### src/rtl/ysyx_24120013_imem_fetch_pkg.sv
// Shared definitions for the instruction-fetch bridge: state encoding and default widths.
package ysyx_24120013_pkg;
  localparam int ADDR_W_DEF  = 32;
  localparam int DATA_W_DEF  = 32;
  localparam int TIMEOUT_DEF = 256;

  typedef enum logic [1:0] {
    IDLE = 2'd0,
    REQ  = 2'd1,
    WAIT = 2'd2,
    HOLD = 2'd3
  } fetch_state_e;
endpackage

### src/rtl/ysyx_24120013_imem_fetch_if.sv
// Core-side fetch/inst channels and memory request/response channels of the fetch bridge.
interface ysyx_24120013_imem_fetch_if
  import ysyx_24120013_pkg::*;
#(
  parameter int ADDR_WIDTH = ADDR_W_DEF,
  parameter int DATA_WIDTH = DATA_W_DEF
);
  logic                  fetch_valid;
  logic [ADDR_WIDTH-1:0] fetch_pc;
  logic                  fetch_ready;
  logic                  flush;
  logic [DATA_WIDTH-1:0] inst;
  logic                  inst_valid;
  logic                  inst_err;
  logic                  inst_ready;
  logic                  mem_req_valid;
  logic                  mem_req_ready;
  logic [ADDR_WIDTH-1:0] mem_req_addr;
  logic                  mem_rsp_valid;
  logic [DATA_WIDTH-1:0] mem_rsp_data;
  logic                  mem_rsp_err;

  modport slave (
    input  fetch_valid, fetch_pc, flush, inst_ready,
           mem_req_ready, mem_rsp_valid, mem_rsp_data, mem_rsp_err,
    output fetch_ready, inst, inst_valid, inst_err, mem_req_valid, mem_req_addr
  );

  modport master (
    output fetch_valid, fetch_pc, flush, inst_ready,
           mem_req_ready, mem_rsp_valid, mem_rsp_data, mem_rsp_err,
    input  fetch_ready, inst, inst_valid, inst_err, mem_req_valid, mem_req_addr
  );
endinterface

### src/rtl/ysyx_24120013_imem_fetch_sat_updown_cnt.sv
// Saturating up/down counter; simultaneous inc and dec leave the count unchanged.
module ysyx_24120013_sat_updown_cnt #(
  parameter int W = 2
) (
  input  logic         clk,
  input  logic         rst,
  input  logic         inc,
  input  logic         dec,
  output logic [W-1:0] cnt
);
  always_ff @(posedge clk) begin
    if (rst)
      cnt <= '0;
    else if (inc && !dec && cnt != '1)
      cnt <= cnt + W'(1);
    else if (dec && !inc && cnt != '0)
      cnt <= cnt - W'(1);
  end
endmodule

### src/rtl/ysyx_24120013_imem_fetch.sv
// Instruction-fetch bridge: one memory read per accepted PC, in-order responses,
// flush of in-flight fetches via a stale-response drop counter, and timeout reporting.
module ysyx_24120013_imem_fetch
  import ysyx_24120013_pkg::*;
#(
  parameter int ADDR_WIDTH  = ADDR_W_DEF,
  parameter int DATA_WIDTH  = DATA_W_DEF,
  parameter int TIMEOUT_CYC = TIMEOUT_DEF
) (
  input logic                         clk,
  input logic                         rst,
  ysyx_24120013_imem_fetch_if.slave   bus
);
  localparam int TW = $clog2(TIMEOUT_CYC + 1);

  fetch_state_e          state;
  logic [TW-1:0]         tmo_cnt;
  logic                  pending_flush;
  logic [ADDR_WIDTH-1:0] req_addr;
  logic                  req_vld;
  logic [DATA_WIDTH-1:0] inst_q;
  logic                  inst_vld;
  logic                  inst_err_q;
  logic [1:0]            drop_cnt;
  logic                  drop_inc;
  logic                  drop_dec;
  logic                  live_rsp;
  logic                  tmo_hit;

  assign bus.fetch_ready   = (state == IDLE) && (drop_cnt != 2'd3);
  assign bus.mem_req_valid = req_vld;
  assign bus.mem_req_addr  = req_addr;
  assign bus.inst          = inst_q;
  assign bus.inst_valid    = inst_vld;
  assign bus.inst_err      = inst_err_q;

  // Responses belonging to flushed/timed-out requests arrive first (in order) and are swallowed.
  assign live_rsp = bus.mem_rsp_valid && (drop_cnt == 2'd0);
  assign drop_dec = bus.mem_rsp_valid && (drop_cnt != 2'd0);
  assign tmo_hit  = (tmo_cnt == TW'(TIMEOUT_CYC - 1));

  always_comb begin
    drop_inc = 1'b0;
    case (state)
      REQ:     drop_inc = bus.mem_req_ready && (pending_flush || bus.flush);
      WAIT:    drop_inc = !live_rsp && (bus.flush || tmo_hit);
      default: drop_inc = 1'b0;
    endcase
  end

  ysyx_24120013_sat_updown_cnt #(.W(2)) u_drop (
    .clk (clk),
    .rst (rst),
    .inc (drop_inc),
    .dec (drop_dec),
    .cnt (drop_cnt)
  );

  always_ff @(posedge clk) begin
    if (rst) begin
      state         <= IDLE;
      req_vld       <= 1'b0;
      req_addr      <= '0;
      inst_q        <= '0;
      inst_vld      <= 1'b0;
      inst_err_q    <= 1'b0;
      tmo_cnt       <= '0;
      pending_flush <= 1'b0;
    end else begin
      case (state)
        IDLE: begin
          if (bus.fetch_valid && bus.fetch_ready) begin
            req_addr <= bus.fetch_pc;
            req_vld  <= 1'b1;
            state    <= REQ;
          end
        end
        // The request cannot be withdrawn, so a flush here is remembered until acceptance.
        REQ: begin
          if (bus.mem_req_ready) begin
            req_vld       <= 1'b0;
            pending_flush <= 1'b0;
            tmo_cnt       <= '0;
            state         <= (pending_flush || bus.flush) ? IDLE : WAIT;
          end else if (bus.flush) begin
            pending_flush <= 1'b1;
          end
        end
        WAIT: begin
          tmo_cnt <= tmo_cnt + TW'(1);
          if (bus.flush) begin
            state <= IDLE;
          end else if (live_rsp) begin
            inst_q     <= bus.mem_rsp_err ? '0 : bus.mem_rsp_data;
            inst_err_q <= bus.mem_rsp_err;
            inst_vld   <= 1'b1;
            state      <= HOLD;
          end else if (tmo_hit) begin
            inst_q     <= '0;
            inst_err_q <= 1'b1;
            inst_vld   <= 1'b1;
            state      <= HOLD;
          end
        end
        HOLD: begin
          if (bus.flush || bus.inst_ready) begin
            inst_vld   <= 1'b0;
            inst_err_q <= 1'b0;
            state      <= IDLE;
          end
        end
        default: state <= IDLE;
      endcase
    end
  end
endmodule

### src/flat_wrapper.sv
// flat-port wrapper written by rule: the top's interface ports become plain ports
module ysyx_24120013_imem_fetch_flat import ysyx_24120013_pkg::*;
#(
  parameter int ADDR_WIDTH  = ADDR_W_DEF,
  parameter int DATA_WIDTH  = DATA_W_DEF,
  parameter int TIMEOUT_CYC = TIMEOUT_DEF
)
  (clk, rst, bus_fetch_valid, bus_fetch_pc, bus_flush, bus_inst_ready, bus_mem_req_ready, bus_mem_rsp_valid, bus_mem_rsp_data, bus_mem_rsp_err, bus_fetch_ready, bus_inst, bus_inst_valid, bus_inst_err, bus_mem_req_valid, bus_mem_req_addr);
  ysyx_24120013_imem_fetch_if #(.ADDR_WIDTH(ADDR_WIDTH), .DATA_WIDTH(DATA_WIDTH)) bus_i ();
  input logic clk;
  input logic rst;
  input wire logic [$bits(bus_i.fetch_valid)-1:0] bus_fetch_valid;
  input wire logic [$bits(bus_i.fetch_pc)-1:0] bus_fetch_pc;
  input wire logic [$bits(bus_i.flush)-1:0] bus_flush;
  input wire logic [$bits(bus_i.inst_ready)-1:0] bus_inst_ready;
  input wire logic [$bits(bus_i.mem_req_ready)-1:0] bus_mem_req_ready;
  input wire logic [$bits(bus_i.mem_rsp_valid)-1:0] bus_mem_rsp_valid;
  input wire logic [$bits(bus_i.mem_rsp_data)-1:0] bus_mem_rsp_data;
  input wire logic [$bits(bus_i.mem_rsp_err)-1:0] bus_mem_rsp_err;
  output wire logic [$bits(bus_i.fetch_ready)-1:0] bus_fetch_ready;
  output wire logic [$bits(bus_i.inst)-1:0] bus_inst;
  output wire logic [$bits(bus_i.inst_valid)-1:0] bus_inst_valid;
  output wire logic [$bits(bus_i.inst_err)-1:0] bus_inst_err;
  output wire logic [$bits(bus_i.mem_req_valid)-1:0] bus_mem_req_valid;
  output wire logic [$bits(bus_i.mem_req_addr)-1:0] bus_mem_req_addr;
  assign bus_i.fetch_valid = bus_fetch_valid;
  assign bus_i.fetch_pc = bus_fetch_pc;
  assign bus_i.flush = bus_flush;
  assign bus_i.inst_ready = bus_inst_ready;
  assign bus_i.mem_req_ready = bus_mem_req_ready;
  assign bus_i.mem_rsp_valid = bus_mem_rsp_valid;
  assign bus_i.mem_rsp_data = bus_mem_rsp_data;
  assign bus_i.mem_rsp_err = bus_mem_rsp_err;
  assign bus_fetch_ready = bus_i.fetch_ready;
  assign bus_inst = bus_i.inst;
  assign bus_inst_valid = bus_i.inst_valid;
  assign bus_inst_err = bus_i.inst_err;
  assign bus_mem_req_valid = bus_i.mem_req_valid;
  assign bus_mem_req_addr = bus_i.mem_req_addr;
  ysyx_24120013_imem_fetch #(.ADDR_WIDTH(ADDR_WIDTH), .DATA_WIDTH(DATA_WIDTH), .TIMEOUT_CYC(TIMEOUT_CYC)) u_core (.clk(clk), .rst(rst), .bus(bus_i));
endmodule
### config.mk
export PLATFORM = sky130hd
export DESIGN_NAME = ysyx_24120013_imem_fetch_flat
export DESIGN_NICKNAME = d
export VERILOG_FILES = /design/src/rtl/ysyx_24120013_imem_fetch_pkg.sv /design/src/rtl/ysyx_24120013_imem_fetch_if.sv /design/src/rtl/ysyx_24120013_imem_fetch_sat_updown_cnt.sv /design/src/rtl/ysyx_24120013_imem_fetch.sv /design/src/flat_wrapper.sv
export SDC_FILE = /design/constraint.sdc
export NUM_CORES = 1
export LEC_CHECK = 0
export BUFFER_PORTS_ARGS = -buffer_cell sky130_fd_sc_hd__buf_4
export CAP_MARGIN = 20
export CORE_MARGIN = 4
export CORE_UTILIZATION = 48
export CTS_BUF_LIST = sky130_fd_sc_hd__clkbuf_16
export DETAILED_ROUTE_END_ITERATION = 8
export PLACE_DENSITY = 0.79
export SYNTH_ARGS = -nofsm -noshare
export SYNTH_HDL_FRONTEND = slang
export SYNTH_SLANG_ARGS = --single-unit
### constraint.sdc
create_clock -name clk -period 2.54 [get_ports clk]
set_clock_uncertainty 0.2 [all_clocks]
set_input_delay 0 -clock clk [delete_from_list [all_inputs] [get_ports clk]]
set_output_delay 0 -clock clk [all_outputs]
set_load 0.02 [all_outputs]
==> impl_results.md <==
* Outcome: finished, final reports clean
* Hold Path Class: primary input to flip-flop
* Setup ws final at 0.330 ns
* Clock-pin slew on the worst setup and hold paths at 0.06 ns
* Vias per Instance at 4.86
* Total CTS buffers at 9
* Dpl hpwl at 5970 µm
* Vias in the first global route at 3392
* Final Net Count at 679
* Most frequent cells in the layout: buf_4, dfxtp_1, nand2_1, dlygate4sd3_1, nor2_1
* Post-route insts no fill at 701
* Synth cell types at 41
* CTS tree: built
* Die area at 8640 µm²
* Hold Worst Slack at 0.0358 ns
* Pwr dens at 562 nW/µm²
* Port Buffers at 139
* ANT cells at 0
* Gpl congestion at 0.829
* Crit path DAT at 2.19 ns
* Antenna-violating nets left at 0
* Placed Cells incl. Taps at 614
* Hold Fails Final Rpt at 0
* Min-delay src: rst
* Slew Viols, Final at 0
* CP max stage delay at 0.36 ns
* Sequential share of the synthesized area at 0.468
* Crit-path cells: inv_1 -> ha_1 -> nor2b_1 -> o21a_2 -> buf_12 -> mux2i_1 -> nor2_1
* Worst Setup Path Type: flip-flop to flip-flop
* Max VDD drop at 380 µV
* Fmax at 0.453 GHz
* Initial Util at 0.501
* Net Count, Synth at 481
* Max cap viols at 0
* Layout cell share with drive strength beyond 1 at 0.266
* Crit start category: flip-flop
* Final setup fails at 0
* Worst Setup SP: u_core.state[0]$_SDFFE_PP0P_
* Crit-path slowest cell: ha_1
* Bufs and invs on worst path at 2
* Num ports at 140
* # DRC at 0
* RSZ-0062 raised after global routing: no
* Synth Instances at 402
* First-pass GRT wire length at 15900 µm
* Worst Path Max Fanout at 35
* Via count at 3409
* Worst-Margin Slew at 0.778 ns
* 1st-iter DRT viols at 163
* Most common cell after layout, fill and taps aside: buf_4
* H-tree depth at 3
* Final Cycle Share at 0.870
* Largest net degree at the start of global routing at 76
* Synth Warn # at 0
* Chip Width at 92.9 µm
* Reg2reg start: u_core.state[0]$_SDFFE_PP0P_
* First-pass iteration count of the detailed router at 4
* GRT Total Usage at 0.225
* Clock Latency Late Sink at 0.32 ns
* Antenna violations before repair at 0
* CORE AREA at 6910 µm²
* Delay-heaviest family, CP: buffers and inverters
* Cell Area, Synth at 3460 µm²
* Seq cells post-synth at 81
* Wire per inst at 14.0 µm
* Clock Path Buffers at 2
* Worst EP required at 2.52 ns
* Setup tns final at 0 ns
* Nature of the critical path endpoint: flip-flop
* Die Y at 92.9 µm
* Leakage at 0.00234 µW
* Aggregate global routing overflow at 0
* Syn avg cell area at 8.61 µm²
* Area Growth Syn to Fin at 59.8%
* Routed WL at 9830 µm
* Min Tclk post-route at 2.21 ns
* Clock tree root buffer cell: clkbuf_16
* # clock sinks at 81
* Slew margin rel. at 0.481
* Site Rows at 30
* Place WS at 0.420 ns
==> flip-flops by register name, indices dropped and copies added (netlist names) <==
name                      flops
u_core.bus.inst              32
u_core.bus.mem_req_addr      32
u_core.tmo_cnt                9
u_core.state                  2
u_core.u_drop.cnt             2
u_core.bus.inst_err           1
u_core.bus.inst_valid         1
u_core.bus.mem_req_valid      1
u_core.pending_flush          1
==> path summary, 6_finish.rpt <==
check,depth (start not counted),slack [ns],endpoint
max reg2reg,7,0.33,u_core.bus.inst[4]$_SDFFE_PP0P_
min reg2reg,2,0.25,u_core.bus.mem_req_addr[15]$_SDFFE_PP0P_
min,2,0.04,u_core.bus.inst[1]$_SDFFE_PP0P_
max,7,0.33,u_core.bus.inst[4]$_SDFFE_PP0P_
==> worst register-to-register path, stage by stage (launching register included) <==
cell and delay (ns):
dfxtp_1 0.33, inv_1 0.13, ha_1 0.36, nor2b_1 0.27
o21a_2 0.20, buf_12 0.23, mux2i_1 0.31, nor2_1 0.06
==> Yosys cell counts, drive strengths merged <==
library cell,instances,area [µm²]
a211oi,2,15.0
a21bo,2,20.0
a21boi,1,7.51
a21oi,40,200
a221o,1,10.0
a221oi,1,8.76
a2bb2oi,1,8.76
a31oi,2,12.5
a32oi,1,8.76
and2,33,206
buf,10,77.6
clkbuf,17,65.1
dfxtp,81,1620
ha,7,87.6
inv,4,15.0
mux2,2,22.5
mux2i,33,330
nand2,76,285
nand2b,3,18.8
nand3,5,25.0
nand3b,1,7.51
nand4,2,12.5
nor2,44,165
nor2b,4,25.0
nor3,3,15.0
nor3b,2,15.0
nor4b,1,15.0
o2111ai,1,8.76
o211ai,2,15.0
o21a,1,7.51
o21ai,9,45.0
o21bai,1,7.51
o311a,2,20.0
or3,2,12.5
xnor2,3,26.3
xor2,2,17.5
==> stage by stage <==
step / power, µW / area [µm²] / util
5_1_grt: 3240 / 5530 / 0.801
4_1_cts: 3120 / 5530 / 0.801
6_report: 3110 / 5530 / 0.801
2_1_floorplan: 1620 / 3460 / -
3_5_place_dp: 1820 / 4540 / 0.657
3_3_place_gp: 1810 / 4540 / 0.657
==> cell families after synthesis <==
| kind of cell | after synthesis | synth area share |
|---|---|---|
| fa+ha+maj | 7 | 0.0253 |
| mux | 35 | 0.102 |
| buf+inv | 31 | 0.0455 |
| compound gates | 67 | 0.114 |
| xor+xnor | 5 | 0.0127 |
| simple gates | 176 | 0.232 |
| flops | 81 | 0.468 |
==> final cells by class <==
type                       instances  area, µm²
clock buffer                       9        225
tap                               96        120
inverter                           4       15.0
timing repair buffer             214       1800
multi-input combinational        290       1690
clock inverter                     7       61.3
fill                             465       1370
sequential                        81       1620
==> routing by layer <==
metal  track usage  vias to the layer above  wire (µm)
met5             0                        -          0
met1         0.277                     1559       4130
met3        0.0569                       10        714
met4        0.0635                        0        110
met2         0.388                      114       4880
li1              -                     1726          -
==> repair_timing <==
action,in CTS,in global routing
hold buffers,71,0
gates resized for setup,0,0
setup buffers,0,0
hold endpoints to repair,75,0
==> power by group <==
| group | switching [µW] | internal, µW |
|---|---|---|
| combinational | 262 | 276 |
| clock | 471 | 748 |
| sequential | 29.5 | 1320 |
| total | 762 | 2340 |
Power figures use the tool's default switching activity.
